File: src/rtl/access_pkg.sv
// access_pkg: shared encodings for the door-access controller.
//   - state_t: 3-bit controller state; the value doubles as the LCD msg_id.
//   - MSG_*:   msg_id encodings shared with the LCD message ROM.
//   - KEY_*:   keypad codes with special meaning.
package access_pkg;

    typedef enum logic [2:0] {
        ST_IDLE      = 3'd0,
        ST_PROFILE   = 3'd1,
        ST_CODE      = 3'd2,
        ST_OPEN      = 3'd3,
        ST_DOOR_OPEN = 3'd4,
        ST_ALARM     = 3'd5,
        ST_HELD      = 3'd6,
        ST_SPARE     = 3'd7
    } state_t;

    localparam logic [2:0] MSG_IDLE      = 3'd0;
    localparam logic [2:0] MSG_PROFILE   = 3'd1;
    localparam logic [2:0] MSG_CODE      = 3'd2;
    localparam logic [2:0] MSG_OPEN      = 3'd3;
    localparam logic [2:0] MSG_DOOR_OPEN = 3'd4;
    localparam logic [2:0] MSG_ALARM     = 3'd5;
    localparam logic [2:0] MSG_HELD      = 3'd6;

    localparam logic [3:0] KEY_STAR        = 4'hE;
    localparam logic [3:0] KEY_HASH        = 4'hF;
    localparam logic [3:0] KEY_LAST_LETTER = 4'hD;

endpackage

File: src/rtl/access_timer.sv
// access_timer: shared up-counter with synchronous clear and terminal compare.
// Ports:
//   clk, reset (sync, active-low)
//   clear    - restart from zero (wins over enable)
//   enable   - count one per cycle, saturating at terminal
//   terminal - terminal count value
//   done     - count has reached terminal
module access_timer #(
    parameter int WIDTH = 8
) (
    input  logic             clk,
    input  logic             reset,
    input  logic             clear,
    input  logic             enable,
    input  logic [WIDTH-1:0] terminal,
    output logic             done
);

    logic [WIDTH-1:0] count_r;

    assign done = (count_r == terminal);

    // Counter register: clear, count up, hold at terminal.
    always_ff @(posedge clk) begin
        if (!reset) begin
            count_r <= {WIDTH{1'b0}};
        end else if (clear) begin
            count_r <= {WIDTH{1'b0}};
        end else if (enable && !done) begin
            count_r <= count_r + WIDTH'(1);
        end
    end

endmodule

File: src/rtl/access_ctrl_fsm.sv
// access_ctrl_fsm: multi-user keypad door-access controller.
// Ports:
//   clk, reset (sync, active-low)
//   key_valid/key_code - keypad strobe and key (0-9, A-D, E='*', F='#')
//   presence           - person within range
//   reed_closed        - door closed
//   unlock, buzz       - servo release, alarm buzzer
//   msg_id             - LCD message select (= state encoding)
//   user_id, digits_entered, tries_left - status counters
// Build option: define FORCED_ENTRY_ALARM_EN to raise ALARM when the door opens
// while in IDLE, PROFILE or CODE.
module access_ctrl_fsm
    import access_pkg::*;
#(
    parameter int N_USERS       = 4,
    parameter int CODE_DIGITS   = 4,
    parameter logic [N_USERS*4*CODE_DIGITS-1:0] USER_CODES = 64'h0000_1234_4693_2580,
    parameter int MAX_TRIES     = 3,
    parameter int ENTRY_TIMEOUT = 50_000_000,
    parameter int OPEN_TIME     = 150_000_000,
    parameter int ALARM_TIME    = 250_000_000,
    localparam int UID_W = (N_USERS > 1) ? $clog2(N_USERS) : 1,
    localparam int DIG_W = $clog2(CODE_DIGITS + 1),
    localparam int TRY_W = $clog2(MAX_TRIES + 1)
) (
    input  logic             clk,
    input  logic             reset,
    input  logic             key_valid,
    input  logic [3:0]       key_code,
    input  logic             presence,
    input  logic             reed_closed,
    output logic             unlock,
    output logic             buzz,
    output logic [2:0]       msg_id,
    output logic [UID_W-1:0] user_id,
    output logic [DIG_W-1:0] digits_entered,
    output logic [TRY_W-1:0] tries_left
);

    localparam int BUF_W    = 4 * CODE_DIGITS;
    localparam int MAX_EO   = (ENTRY_TIMEOUT > OPEN_TIME) ? ENTRY_TIMEOUT : OPEN_TIME;
    localparam int MAX_TIME = (MAX_EO > ALARM_TIME) ? MAX_EO : ALARM_TIME;
    localparam int TMR_W    = (MAX_TIME > 1) ? $clog2(MAX_TIME) : 1;

    localparam logic [TMR_W-1:0] ENTRY_TERM = TMR_W'(ENTRY_TIMEOUT - 1);
    localparam logic [TMR_W-1:0] OPEN_TERM  = TMR_W'(OPEN_TIME - 1);
    localparam logic [TMR_W-1:0] ALARM_TERM = TMR_W'(ALARM_TIME - 1);
    localparam logic [DIG_W-1:0] DIG_FULL   = DIG_W'(CODE_DIGITS);
    localparam logic [TRY_W-1:0] TRY_MAX    = TRY_W'(MAX_TRIES);
    localparam logic [TRY_W-1:0] TRY_ONE    = TRY_W'(1);
    localparam logic [3:0]       USER_LIMIT = 4'(N_USERS);

    state_t           state_r;
    state_t           state_nxt_s;
    logic [UID_W-1:0] user_id_r;
    logic             prof_valid_r;
    logic [BUF_W-1:0] code_buf_r;
    logic [DIG_W-1:0] digits_r;
    logic             overflow_r;
    logic [TRY_W-1:0] tries_r;

    logic [TMR_W-1:0] tmr_terminal_s;
    logic             tmr_enable_s;
    logic             tmr_clear_s;
    logic             tmr_done_s;
    logic             timeout_s;
    logic             in_entry_s;
    logic             forced_s;
    logic             key_star_s;
    logic             key_hash_s;
    logic             key_alnum_s;
    logic             profile_key_s;
    logic             submit_s;
    logic             submit_ok_s;
    logic [BUF_W-1:0] user_code_s;

    assign in_entry_s    = (state_r == ST_PROFILE) || (state_r == ST_CODE);
    assign key_star_s    = key_valid && (key_code == KEY_STAR);
    assign key_hash_s    = key_valid && (key_code == KEY_HASH);
    assign key_alnum_s   = key_valid && (key_code <= KEY_LAST_LETTER);
    assign profile_key_s = key_valid && (key_code < USER_LIMIT);
    assign user_code_s   = USER_CODES[int'(user_id_r) * BUF_W +: BUF_W];
    assign submit_ok_s   = (digits_r == DIG_FULL) && !overflow_r && (code_buf_r == user_code_s);

`ifdef FORCED_ENTRY_ALARM_EN
    assign forced_s = !reed_closed &&
                      ((state_r == ST_IDLE) || (state_r == ST_PROFILE) || (state_r == ST_CODE));
`else
    assign forced_s = 1'b0;
`endif

    // A submit only counts when nothing of higher priority takes the cycle.
    assign submit_s  = (state_r == ST_CODE) && key_star_s && !timeout_s && presence && !forced_s;
    assign timeout_s = tmr_enable_s && tmr_done_s;

    // Per-state timer limit; IDLE and HELD hold the timer at zero.
    always_comb begin
        tmr_terminal_s = ENTRY_TERM;
        tmr_enable_s   = 1'b0;
        case (state_r)
            ST_PROFILE, ST_CODE: begin
                tmr_terminal_s = ENTRY_TERM;
                tmr_enable_s   = 1'b1;
            end
            ST_OPEN, ST_DOOR_OPEN: begin
                tmr_terminal_s = OPEN_TERM;
                tmr_enable_s   = 1'b1;
            end
            ST_ALARM: begin
                tmr_terminal_s = ALARM_TERM;
                tmr_enable_s   = 1'b1;
            end
            default: begin
                tmr_terminal_s = ENTRY_TERM;
                tmr_enable_s   = 1'b0;
            end
        endcase
    end

    // Next-state selection: timeout, then presence loss, then keys.
    always_comb begin
        state_nxt_s = state_r;
        case (state_r)
            ST_IDLE: begin
                if (forced_s)      state_nxt_s = ST_ALARM;
                else if (presence) state_nxt_s = ST_PROFILE;
                else               state_nxt_s = ST_IDLE;
            end
            ST_PROFILE: begin
                if (forced_s)                         state_nxt_s = ST_ALARM;
                else if (timeout_s || !presence)      state_nxt_s = ST_IDLE;
                else if (key_star_s && prof_valid_r)  state_nxt_s = ST_CODE;
                else                                  state_nxt_s = ST_PROFILE;
            end
            ST_CODE: begin
                if (forced_s)                    state_nxt_s = ST_ALARM;
                else if (timeout_s || !presence) state_nxt_s = ST_IDLE;
                else if (submit_s && submit_ok_s) state_nxt_s = ST_OPEN;
                else if (submit_s && (tries_r <= TRY_ONE)) state_nxt_s = ST_ALARM;
                else                             state_nxt_s = ST_CODE;
            end
            ST_OPEN: begin
                if (!reed_closed)   state_nxt_s = ST_DOOR_OPEN;
                else if (timeout_s) state_nxt_s = ST_IDLE;
                else                state_nxt_s = ST_OPEN;
            end
            ST_DOOR_OPEN: begin
                if (reed_closed)    state_nxt_s = ST_IDLE;
                else if (timeout_s) state_nxt_s = ST_HELD;
                else                state_nxt_s = ST_DOOR_OPEN;
            end
            ST_HELD: begin
                if (reed_closed) state_nxt_s = ST_IDLE;
                else             state_nxt_s = ST_HELD;
            end
            ST_ALARM: begin
                if (timeout_s) state_nxt_s = ST_IDLE;
                else           state_nxt_s = ST_ALARM;
            end
            default: state_nxt_s = ST_IDLE;
        endcase
    end

    // Timer restarts on any state change and on every key while entering.
    assign tmr_clear_s = (state_nxt_s != state_r) || (in_entry_s && key_valid) || !tmr_enable_s;

    access_timer #(
        .WIDTH(TMR_W)
    ) u_timer (
        .clk      (clk),
        .reset    (reset),
        .clear    (tmr_clear_s),
        .enable   (tmr_enable_s),
        .terminal (tmr_terminal_s),
        .done     (tmr_done_s)
    );

    // State register plus profile, digit buffer and retry bookkeeping.
    always_ff @(posedge clk) begin
        if (!reset) begin
            state_r      <= ST_IDLE;
            user_id_r    <= {UID_W{1'b0}};
            prof_valid_r <= 1'b0;
            code_buf_r   <= {BUF_W{1'b0}};
            digits_r     <= {DIG_W{1'b0}};
            overflow_r   <= 1'b0;
            tries_r      <= TRY_MAX;
        end else begin
            state_r <= state_nxt_s;

            // A profile must be chosen afresh on every approach.
            if (state_r == ST_IDLE) begin
                prof_valid_r <= 1'b0;
            end else if ((state_r == ST_PROFILE) && (state_nxt_s == ST_PROFILE) && profile_key_s) begin
                user_id_r    <= key_code[UID_W-1:0];
                prof_valid_r <= 1'b1;
            end

            // Buffer lives only while staying in CODE; a failed submit clears it.
            if ((state_r == ST_CODE) && (state_nxt_s == ST_CODE)) begin
                if (key_star_s || key_hash_s) begin
                    code_buf_r <= {BUF_W{1'b0}};
                    digits_r   <= {DIG_W{1'b0}};
                    overflow_r <= 1'b0;
                end else if (key_alnum_s) begin
                    if (digits_r < DIG_FULL) begin
                        code_buf_r <= {code_buf_r[BUF_W-5:0], key_code};
                        digits_r   <= digits_r + DIG_W'(1);
                    end else begin
                        overflow_r <= 1'b1;
                    end
                end
            end else begin
                code_buf_r <= {BUF_W{1'b0}};
                digits_r   <= {DIG_W{1'b0}};
                overflow_r <= 1'b0;
            end

            // Retries survive walking away; only success or a served alarm restore them.
            if (submit_s) begin
                if (submit_ok_s)               tries_r <= TRY_MAX;
                else if (tries_r != {TRY_W{1'b0}}) tries_r <= tries_r - TRY_W'(1);
            end else if ((state_r == ST_ALARM) && timeout_s) begin
                tries_r <= TRY_MAX;
            end
        end
    end

    assign msg_id         = 3'(state_r);
    assign unlock         = (state_r == ST_OPEN) || (state_r == ST_DOOR_OPEN) || (state_r == ST_HELD);
    assign buzz           = (state_r == ST_ALARM);
    assign user_id        = user_id_r;
    assign digits_entered = digits_r;
    assign tries_left     = tries_r;

endmodule

File: config.mk
export PLATFORM = sky130hd
export DESIGN_NAME = access_ctrl_fsm
export DESIGN_NICKNAME = d
export VERILOG_FILES = /design/src/rtl/access_pkg.sv /design/src/rtl/access_timer.sv /design/src/rtl/access_ctrl_fsm.sv
export SDC_FILE = /design/constraint.sdc
export NUM_CORES = 1
export LEC_CHECK = 0
export ABC_AREA = 0
export BUFFER_PORTS_ARGS = -buffer_cell sky130_fd_sc_hd__buf_2
export CAP_MARGIN = 20
export CORE_AREA = 2 2 101 127
export DETAILED_ROUTE_END_ITERATION = 16
export DIE_AREA = 0 0 103 129
export SLEW_MARGIN = 10
export SYNTH_ARGS = -nofsm -noshare
export SYNTH_HDL_FRONTEND = slang
export SYNTH_SLANG_ARGS = --single-unit
File: constraint.sdc
create_clock -name clk -period 5.4 [get_ports clk]
set_input_delay 0.81 -clock clk [delete_from_list [all_inputs] [get_ports clk]]
set_output_delay 0.81 -clock clk [all_outputs]
set_load 0.05 [all_outputs]
==> impl_metrics.csv <==
group,metric,value,unit
status,outcome,"finished, final reports clean",
sta,maxSlewHeadroom,23.5,%
yosys,muxShareOfSynthArea,5.45,%
place,io_buffers,20,
final_layout,fin_cells,551,
setup_path,criticalPathCategory,"reg -> reg",
clock_network,numCtsBuffers,5,
grt,globalRouteOverflowTotal,0,
sta,finalSetupTns,0,ns
power,pwr-share-seq,53.5,%
place,post-place-cells,542,
sta,period_share,68.8,%
sta,fmax,0.269,GHz
routing,drc,0,
clock_network,root_buffer,"clkbuf_16",
place,place_congestion,0.881,
final_layout,final_common_cell,"dfxtp_1",
yosys,syn_inst,380,
yosys,synth_fa_ha_area_share,3.03,%
yosys,syn-num-nets,397,
yosys,synth_top_family_by_area,"simple AND/OR/NAND/NOR gates",
clock_network,cts.sinks,56,
floorplan,num_rows,45,
final_layout,area_growth,11.2,%
clock_network,path_clk_slew,0.07,ns
clock_network,ctsHoldBuffers,0,
power,p_sw_share,23.0,%
grt,grt_max_degree,29,
yosys,synth_area,3300,um2
yosys,async_reset_ff_share,0,%
routing,vias,3014,
yosys,synth-simple-area-share,26.4,%
floorplan,start_util,27.4,%
sta,hold_viol_final,0,
hold_path,hold_class,"reg -> reg",
floorplan,core_area,12000,um2
sta,slew_violations,0,
power,max-vdd-ir-drop,0.0000986,V
routing,first_pass_iters,5,
setup_path,crit_path_top_delay_cell,"a221oi_4",
floorplan,fp.dieW,103,um
sta,worst_slew_pin_slew,1.15,ns
power,leakagePower,1.15,nW
power,p_int,0.598,mW
setup_path,critPathMaxStageDelay,1.04,ns
yosys,synth_seq_area_share,33.9,%
setup_path,cp_num_buf_inv,0,
yosys,ys_ff_latch,56,
final_layout,final_layout_size_suffix_gt1_share,9.82,%
setup_path,crit_arrival,3.84,ns
yosys,synth_area_per_cell,8.70,um2
setup_path,critical_path.top_delay_family,"compound AO/OA/AOI/OAI gates",
final_layout,num-nets-final,404,
final_layout,fillers,1311,
sta,hold_ws,0.513,ns
clock_network,ctsHtreeMaxLevel,2,
routing,ant_nets,0,
routing,wl_per_cell,14.9,um
power,switching_power,0.178,mW
run,max-cap-violations,0,
sta,grt_setup_unrepaired,"false",
setup_path,worstPathCellList,"and3b_1, or4_4, a221oi_4, nand2_1, a221oi_4, nor3_1",
clock_network,clk_latency,0.29,ns
final_layout,final_cell_mix,"dfxtp_1 (56), a211oi_1 (33), nor3_1 (27)",
power,clkPwrFrac,40.1,%
setup_path,cpMostUsedCell,"a221oi_4",
power,total_power,0.776,mW
yosys,synth_compound_area_share,20.3,%
yosys,synth_cell_types,54,
place,dp_hpwl,5770,um
yosys,synth_edf_count,0,
floorplan,fp.dieH,129,um
final_layout,n_antenna_cell,0,
yosys,ys_warn_count,0,
setup_path,worstSetupStartpointType,"register",
routing,drtIter0Drc,134,
yosys,ys.flop_type,"dfxtp_1",
setup_path,crit_path_max_fanout,28,
routing,drt_wl_total,8230,um
floorplan,io_pins,21,
clock_network,cts_setup_buffers,0,
grt,grt_pass1_vias,2886,
routing,routed_via_density,5.47,
clock_network,cts_tree,"done",
clock_network,cts.repair.resized,0,
setup_path,critPathCaptureType,"register",
floorplan,die_area,13300,um2
grt,grt_util_all_layers,12.9,%
power,power.share.combinational,6.4,%
yosys,synth_xor_area_share,5.30,%
clock_network,cts.path.max_buffers,2,
grt,grt_pass1_wl,13900,um
sta,fin_crit,3.72,ns
sta,fin_skew,0.00576,ns
sta,setup_violations,0,
setup_path,worstPathRequired,5.52,ns
power,p_per_area,211,nW/um2
grt,grt_antenna_before_repair,1,
## layout make-up
class	instances	area [um2]	share of cell area, %
multi-input cells	282	2000	54.4
flip-flops and latches	56	1120	30.5
well taps	164	205	5.58
repair buffers	25	153	4.15
clock buffers	6	129	3.51
inverters	17	63.8	1.74
clock inverters	1	5.00	0.136
## final timing paths
check / start / endpoint / slack, ns / cells after the start
worst min-delay path: u_timer.count_r[6] / u_timer.count_r[6] / 0.51 / 2
worst max-delay path: msg_id[1] / u_timer.count_r[26] / 1.68 / 6
worst min register to register: u_timer.count_r[6] / u_timer.count_r[6] / 0.51 / 2
worst max register to register: msg_id[1] / u_timer.count_r[26] / 1.68 / 6
## kinds of logic after synthesis
kind of cell / after synthesis
XOR/XNOR: 20
adder cells (fa/ha/maj): 8
AND/OR/NAND/NOR: 149
AO/OA/AOI/OAI: 87
buffers and inverters: 42
multiplexers: 18
flip-flops: 56
## through the flow
step           setup WS (ns)  util, %  cell area (um2)
6_report                1.68     30.5             3670
5_1_grt                 1.45     30.5             3670
4_1_cts                 1.68     30.2             3640
3_5_place_dp            1.72     29.1             3510
3_3_place_gp            1.86     29.1             3510
2_1_floorplan           2.41        -             3300
## synthesized netlist by cell type, types with 6 or more instances
master    instances  area share, %
nor2_1           13            1.5
xor2_1            6            1.6
buf_2             7            1.1
nand3_1          23            3.5
o31ai_1           9            2.0
nor4_1            6            1.1
xnor2_1          14            3.7
a21oi_1           8            1.2
inv_1            17            1.9
clkbuf_1         15            1.7
o21ai_0           8            1.2
or4_1            15            3.4
ha_1              8            3.0
nand2_1          16            1.8
a211oi_1         33            7.5
nor3_1           27            4.1
nand4_1          11            2.1
dfxtp_1          56             34
mux2i_1          18            5.5
## state kept, by name (all words and copies together), names as in the netlist
signal	count
prof_valid_r	1
user_id	2
code_buf_r	16
digits_entered	3
overflow_r	1
u_timer.count_r	28
msg_id	3
tries_left	2
## layer usage
metal | vias up | wire length [um] | GRT usage [%]
met2 | 56 | 4050 | 22.1
li1 | 1471 | - | -
met4 | 2 | 91 | 3.64
met3 | 12 | 407 | 3.04
met5 | - | 13 | 0
met1 | 1473 | 3660 | 15.9
## worst register-to-register path, delay by kind of cell, from the launching register on
kind,cells,cell delay [ns]
AOI/OAI and AO/OA,2,1.62
DFF,1,0.65
and+or+nand+nor,4,1.28
## power by group through the flow
stage | clock network, mW | logic (mW) | registers (mW)
after floorplan | 0 | 0.0347 | 0.426
after global placement | 0 | 0.0473 | 0.425
after detailed placement | 0 | 0.0478 | 0.425
after CTS | 0.320 | 0.0482 | 0.416
after global routing | 0.337 | 0.0536 | 0.416
final | 0.311 | 0.0493 | 0.416
(Power assumes the default switching activity.)
